File: src/rtl/ka_overlap_pkg.sv
// Shared sizing helpers and types for the overlap accumulator.
// Legal NSEG range is 2..16; every width below is derived from the generics.
package ka_overlap_pkg;

  typedef enum logic {
    OUT_EMPTY = 1'b0,
    OUT_FULL  = 1'b1
  } out_state_e;

  function automatic int calc_out_w(input int nseg, input int shift, input int seg_w);
    return (nseg - 1) * shift + seg_w;
  endfunction

  function automatic int calc_idx_w(input int nseg);
    return (nseg < 2) ? 1 : $clog2(nseg);
  endfunction

endpackage

File: src/rtl/overlap_shift_xor.sv
// Combinational GF(2) overlap: XORs a segment into the accumulator at idx*SHIFT.
module overlap_shift_xor
  import ka_overlap_pkg::*;
#(
  parameter int SEG_W = 9,
  parameter int SHIFT = 5,
  parameter int NSEG  = 3,
  parameter int OUT_W = calc_out_w(NSEG, SHIFT, SEG_W),
  parameter int IDX_W = calc_idx_w(NSEG)
) (
  input  logic [OUT_W-1:0] acc,
  input  logic [SEG_W-1:0] seg,
  input  logic [IDX_W-1:0] idx,
  output logic [OUT_W-1:0] result
);

  logic [OUT_W-1:0] seg_ext;
  logic [OUT_W-1:0] shifted;

  assign seg_ext = OUT_W'(seg);

  // One constant shifter per legal index keeps the barrel shift shallow.
  always_comb begin
    shifted = '0;
    for (int k = 0; k < NSEG; k++) begin
      if (idx == IDX_W'(k)) begin
        shifted = seg_ext << (k * SHIFT);
      end
    end
  end

  assign result = acc ^ shifted;

endmodule

File: src/rtl/overlap_accum_seq.sv
// Streaming Karatsuba overlap combiner: accumulates NSEG shifted segments per
// frame and hands the combined product to a back-pressured output register.
module overlap_accum_seq
  import ka_overlap_pkg::*;
#(
  parameter int SEG_W = 9,
  parameter int SHIFT = 5,
  parameter int NSEG  = 3,
  localparam int OUT_W = calc_out_w(NSEG, SHIFT, SEG_W),
  localparam int IDX_W = calc_idx_w(NSEG)
) (
  input  logic             clk,
  input  logic             rst_n,
  input  logic             in_valid,
  output logic             in_ready,
  input  logic [SEG_W-1:0] in_data,
  input  logic             in_last,
  output logic             out_valid,
  input  logic             out_ready,
  output logic [OUT_W-1:0] out_data,
  output logic             err
);

  logic [IDX_W-1:0] idx;
  logic [OUT_W-1:0] acc;
  logic [OUT_W-1:0] acc_base;
  logic [OUT_W-1:0] acc_next;
  out_state_e       out_state;
  logic             idx_last;
  logic             closing_possible;
  logic             accept;
  logic             closing;

  assign out_valid        = (out_state == OUT_FULL);
  assign idx_last         = (idx == IDX_W'(NSEG - 1));
  assign closing_possible = idx_last || in_last;
  // Only a beat that would overwrite a stalled result is held off.
  assign in_ready         = !(closing_possible && out_valid && !out_ready);
  assign accept           = in_valid && in_ready;
  assign closing          = accept && closing_possible;

  // First beat of a frame overwrites rather than accumulates; no clear cycle.
  assign acc_base = (idx == '0) ? '0 : acc;

  overlap_shift_xor #(
    .SEG_W(SEG_W),
    .SHIFT(SHIFT),
    .NSEG (NSEG),
    .OUT_W(OUT_W),
    .IDX_W(IDX_W)
  ) u_shift_xor (
    .acc   (acc_base),
    .seg   (in_data),
    .idx   (idx),
    .result(acc_next)
  );

  always_ff @(posedge clk or negedge rst_n) begin
    if (!rst_n) begin
      idx       <= '0;
      acc       <= '0;
      out_data  <= '0;
      out_state <= OUT_EMPTY;
      err       <= 1'b0;
    end else begin
      if (accept) begin
        acc <= acc_next;
        idx <= closing ? '0 : idx + IDX_W'(1);
      end
      // Early in_last or a missing in_last on the final slot both flag err.
      if (closing && (idx_last != in_last)) begin
        err <= 1'b1;
      end
      if (closing) begin
        out_data  <= acc_next;
        out_state <= OUT_FULL;
      end else if (out_state == OUT_FULL && out_ready) begin
        out_state <= OUT_EMPTY;
      end
    end
  end

endmodule

File: config.mk
export PLATFORM = sky130hd
export DESIGN_NAME = overlap_accum_seq
export DESIGN_NICKNAME = d
export VERILOG_FILES = /design/src/rtl/ka_overlap_pkg.sv /design/src/rtl/overlap_shift_xor.sv /design/src/rtl/overlap_accum_seq.sv
export SDC_FILE = /design/constraint.sdc
export NUM_CORES = 1
export LEC_CHECK = 0
export ABC_AREA = 1
export CAP_MARGIN = 25
export CORE_MARGIN = 5
export CORE_UTILIZATION = 53
export CTS_CLUSTER_DIAMETER = 100
export CTS_CLUSTER_SIZE = 25
export DETAILED_ROUTE_END_ITERATION = 7
export GPL_ROUTABILITY_DRIVEN = 0
export MAX_ROUTING_LAYER = met4
export PLACE_DENSITY = 0.76
export SYNTH_ARGS = -nofsm -noshare
export SYNTH_HDL_FRONTEND = slang
export SYNTH_SLANG_ARGS = --single-unit
File: constraint.sdc
create_clock -name clk -period 2.7 [get_ports clk]
set_clock_uncertainty 0.2 [all_clocks]
set_input_delay 0.405 -clock clk [delete_from_list [all_inputs] [get_ports clk]]
set_output_delay 0.405 -clock clk [all_outputs]
set_load 0.005 [all_outputs]
# Word-level counts from Yosys, hierarchy flattened
# Cells that the tools add are included.
# classes
add_sub_neg	1
n_eq_ne	3
mux	7
bitwise_logic	1
n_reduce_logical	11
# op_table
operator	n
two-way mux 19 bit	3
bitwise XOR 19 bit	1
two-way mux 9 bit	1
logical AND 1 bit	6
adder 2 x 1 -> 2 bit (second input constant)	1
equality test 2 x 1 -> 1 bit (second input constant)	1
equality test 2 bit (second input constant)	1
zero test 1 bit	2
zero test 2 bit	1
two-way mux 1 bit	2
two-way mux 2 bit	1
nonzero test 2 bit	1
logical OR 1 bit	1
!= test 1 bit	1
# totals
reg_bits	42
inputBits	14
out_inout_bits	22
wordCells	28

# Longest topological paths before layout
# depth
word_depth	8
ltp_mapped	12
depth_no_buf	10

# Hierarchy
# From an unflattened synthesis, not the netlist that was laid out.
# hier_totals
cells_unflattened	339
area_unflattened_um2	2413.6
# by_module_without_submodules
module	instances	cells_per_inst	area_per_inst_um2	seq_area_each_um2
overlap_accum_seq	1	234	1925.6	1051.0
overlap_shift_xor	1	105	488.0	0.0

# Worst setup path after synthesis
# Ideal clock, no wire load.
# synth_path
path_type	register to register
startpoint	register idx[0]
endpoint	register acc[10]
setup_time_ns	0.117
arrival_ns	1.698
required_time_ns	2.383
slack_ns	0.685
stages_incl_launch_ff	13
path_buffers	2
period_less_slack_ns	2.015
path_cell_list	dfrtp_1 -> inv_1 -> ha_1 -> inv_1 -> buf_2 -> ha_1 -> inv_1 -> nand3_2 -> nand2_2 -> inv_2 -> buf_4 -> nand3_1 -> nand2_1
# synth_between
elab_chain_len	6
elab_cells_between_ends	12
classes_between	eq/ne: 2; mux: 3; bitwise: 1; reduce/logical: 6
# synth_lines
element	line	source
start: declaration	overlap_accum_seq.sv:24	logic [IDX_W-1:0] idx;
start signal: assignment	overlap_accum_seq.sv:68	idx <= closing ? '0 : idx + IDX_W'(1);
equality test 2 bit	overlap_accum_seq.sv:35	assign idx_last = (idx == IDX_W'(NSEG - 1));
logical OR 1 bit	overlap_accum_seq.sv:36	assign closing_possible = idx_last || in_last;
logical AND 1 bit (2 in series)	overlap_accum_seq.sv:38	assign in_ready = !(closing_possible && out_valid && !out_ready);
zero test 1 bit	overlap_accum_seq.sv:38	
net in_ready	overlap_accum_seq.sv:15	output logic in_ready,
logical AND 1 bit	overlap_accum_seq.sv:39	assign accept = in_valid && in_ready;
end signal: assignment	overlap_accum_seq.sv:67	acc <= acc_next;
end: declaration	overlap_accum_seq.sv:25	logic [OUT_W-1:0] acc;
# The timed path passes the listed nets, and every way through them passes these cells.
# A chain may end at the register's enable or synchronous reset.

# Worst setup path in the final report
# layout_path
startpoint	register idx[0]
endpoint	output in_ready
# layout_between
elab_chain_len	5
# layout_lines
element	line
equality test 2 bit	overlap_accum_seq.sv:35
logical OR 1 bit	overlap_accum_seq.sv:36
logical AND 1 bit (2 in series)	overlap_accum_seq.sv:38
zero test 1 bit	overlap_accum_seq.sv:38
end: declaration	overlap_accum_seq.sv:15
# Every way passes these cells.

==> summary.md <==
In this run, CTS created clock tree buffers numbering 5. Max-cap violations in this run came to 0. The number of gates resized after CTS was 0. Once detail routing completed, the nets flagged for antenna violations numbered 0.

The cell sitting at the root of the clock tree is a sky130_fd_sc_hd__clkbuf_8. The initial core utilization was 0.547; the total global routing track utilization was 0.207. The vertical extent of the die was 74.2 um; the ratio of total power to cell area was 939 nW/um^2.

TritonCTS built the clock tree. Setup violations remaining at the end of the flow were counted as 0. The tools report the maximum number of buffers from clock root to sink as 2. After detailed routing, the number of vias per cell comes to 5.03. The worst-case IR drop observed on VDD is 573 uV. The internal portion of the total power is 1.58 mW.

Setup repair after global routing left no endpoint under its margin. Critical path class: register to output port. Row generation in the floorplan step produced 23 rows. The die covers 5510 sq um.

The clock-pin slew of the registers on the worst-case setup and hold paths was 70 ps. The number of optimization iterations in the first detailed-route pass is 4, and the aggregate global routing overflow is 0. Type of the worst min-delay path: register to register. Static timing analysis puts the maximum clock frequency at 404 MHz. Averaged over all synthesized cells, the footprint is 7.57 sq um. Post-synthesis cell count: 289. The critical path arrival was 1870 ps; the worst max-slew margin expressed relative to the limit was 0.646. The final count of hold timing violations was 0; the initial DRC count was 160.

Sorting the synthesized cells by area gives the leading types as sky130_fd_sc_hd__dfrtp_1 48%, sky130_fd_sc_hd__nand2_1 26%, sky130_fd_sc_hd__nand3_1 6.4%. The die span in x is 74.2 um, and the minimum period implied by the final worst setup slack is 2480 ps. The logs give 0.404 for the fraction of power consumed by sequential logic and 0.446 for the relative contribution of combinational cells to total power. 36 I/O pins were placed. When the netlist entered floorplanning its net count stood at 307.

Dividing the detail-routed wire length by the instance count gives 12.8 um. The clock tree synthesis step divided the H-tree into 2 levels. The clock net in this run drives a total of 42 sinks.

Area share of the largest cell type after synthesis: 0.481. STA puts the critical path data required time at 2100 ps. For the worst-skew pair, the clock arrives at the later sink with an insertion delay of 290 ps. The total leakage power came out at 1.42 nW.

The portion of total power attributed to the clock network came out at 0.151. The number of antenna repair diodes was 0; the share of synthesized area occupied by flip-flops and latches was 0.481. For this run, the number of Yosys warnings is 0. The fraction of synthesis flops using an asynchronous set or reset pin works out to 1.00.

The library cell occupying the most area in the post-synthesis netlist was sky130_fd_sc_hd__dfrtp_1. The most common cell in the netlist was sky130_fd_sc_hd__nand2_1. The cell area that synthesis handed to floorplanning was 2190 sq um.

For the pin with the worst max-slew slack, the measured transition is 531 ps. The net switching fraction of the power was 0.373. For the total vias in the final route, the log shows 1900. From synthesis to final layout, the design area changed by 22.5%. The count of distinct cell types in the synthesized netlist was 20; the number of synthesized flops with an enable pin was 0.

For the final routed database, the setup TNS stands at 0 ps. Summed over all layers, the routed wires come to 4.83 mm. The post-route clock period utilization was 0.917.

For the HPWL after detailed placement, the log shows 3.29 mm. The commonest cells after synthesis are 149 x sky130_fd_sc_hd__nand2_1, 42 x sky130_fd_sc_hd__dfrtp_1, 28 x sky130_fd_sc_hd__nand3_1. Along the worst path, the maximum fanout reaches 4. Reported net switching power: 938 uW.

In the routed design, unresolved DRC markers number 0. In this run, synthesis produced a sequential element count of 42. Initial antenna violation count: 0. STA classifies the critical path startpoint as a register. The run finished with clean final reports. The final-stage net count is 346, and the largest net degree at the start of global routing is 43.

The number of buffers inserted by port buffering is 35, and the number of buffers inserted to repair setup after CTS is 0. For the number of pins exceeding their max-slew limit in the final report, the log shows 0. The tools report the cts-stage hold buffer count as 1.

The via count of the first global-routing pass is 1855, and the hold slack is 276 ps. The placeable core region is 4000 sq um. The first global-routing pass estimated 8.39 mm of wire.

In the synthesized netlist the dominant register cell turns out to be sky130_fd_sc_hd__dfrtp_1. The tools report the type of element capturing the critical path as an output port. Share of final-layout standard cells stronger than drive strength 1: 0.0671.
-- cell usage in the layout (no fill, tap or decap), drive strengths merged, types with 5 or more instances in the layout --
master	n
buf	9
clkbuf	7
clkdlybuf4s50	34
dfrtp	42
inv	23
nand2	152
nand3	29
o21ai	7
o22ai	5
xor2	6
-- cell families after synthesis --
| group | synth area share |
|---|---|
| buf+inv | 0.0738 |
| xor+xnor | 0.0309 |
| simple gates | 0.349 |
| flops | 0.481 |
| fa+ha+maj | 0.0229 |
| compound gates | 0.0429 |
-- final cells by class --
type | count | area [sq um]
Fill cell | 353 | 1320
Sequential cell | 42 | 1050
Multi-Input combinational cell | 212 | 975
Timing Repair Buffer | 44 | 428
Inverter | 23 | 86.3
Clock buffer | 7 | 76.3
Tap cell | 50 | 62.6
-- power by group through the flow --
| stage | clock, mW | combinational [mW] | sequential (mW) |
|---|---|---|---|
| after global routing | 0.415 | 1.27 | 1.05 |
| final | 0.378 | 1.12 | 1.01 |
| after global placement | 0 | 1.10 | 1.02 |
| after floorplan | 0 | 0.678 | 1.02 |
| after detailed placement | 0 | 1.12 | 1.02 |
| after CTS | 0.390 | 1.13 | 1.02 |
-- through the flow --
step | total power [mW] | cells | util | worst slack [ps] | instance area [sq um]
after CTS | 2.54 | 378 | 0.670 | 210 | 2680
after detailed placement | 2.14 | 370 | 0.648 | 347 | 2590
after global placement | 2.11 | 370 | 0.648 | 387 | 2590
final | 2.51 | 378 | 0.670 | 224 | 2680
after global routing | 2.73 | 378 | 0.670 | 61.9 | 2680
after floorplan | 1.70 | 289 | - | 685 | 2190
-- sequential cells by signal, summed over array words and instances (netlist names) --
name	flops
err	1
out_valid	1
idx	2
acc	19
out_data	19
-- metal layers --
metal  track usage  wire length, um  vias to the layer above
met5             -                0                        -
met4        0.0968              107                        0
met3        0.0486              236                       13
met2         0.314             2210                       53
met1         0.263             2280                      863
li1              -                -                      971
-- worst max-delay path, cell delays in order, from the launching register on --
cell,delay [ps]
sky130_fd_sc_hd__dfrtp_1,380
sky130_fd_sc_hd__inv_1,120
sky130_fd_sc_hd__ha_1,190
sky130_fd_sc_hd__inv_1,70
sky130_fd_sc_hd__ha_1,210
sky130_fd_sc_hd__inv_1,90
sky130_fd_sc_hd__nand3_2,80
sky130_fd_sc_hd__clkdlybuf4s50_1,450
-- worst paths after layout --
check | start | end | slack (ps) | cells after the start
worst max-delay path | idx[0] | in_ready | 220 | 7
worst min-delay path | err | err | 280 | 1
worst max register to register | idx[0] | idx[1] | 760 | 9
worst min register to register | err | err | 280 | 1
max in group asynchronous | rst_n | acc[14] | 1440 | 3
min in group asynchronous | rst_n | acc[1] | 500 | 3
No activity file was read; power rests on OpenSTA's default activity.
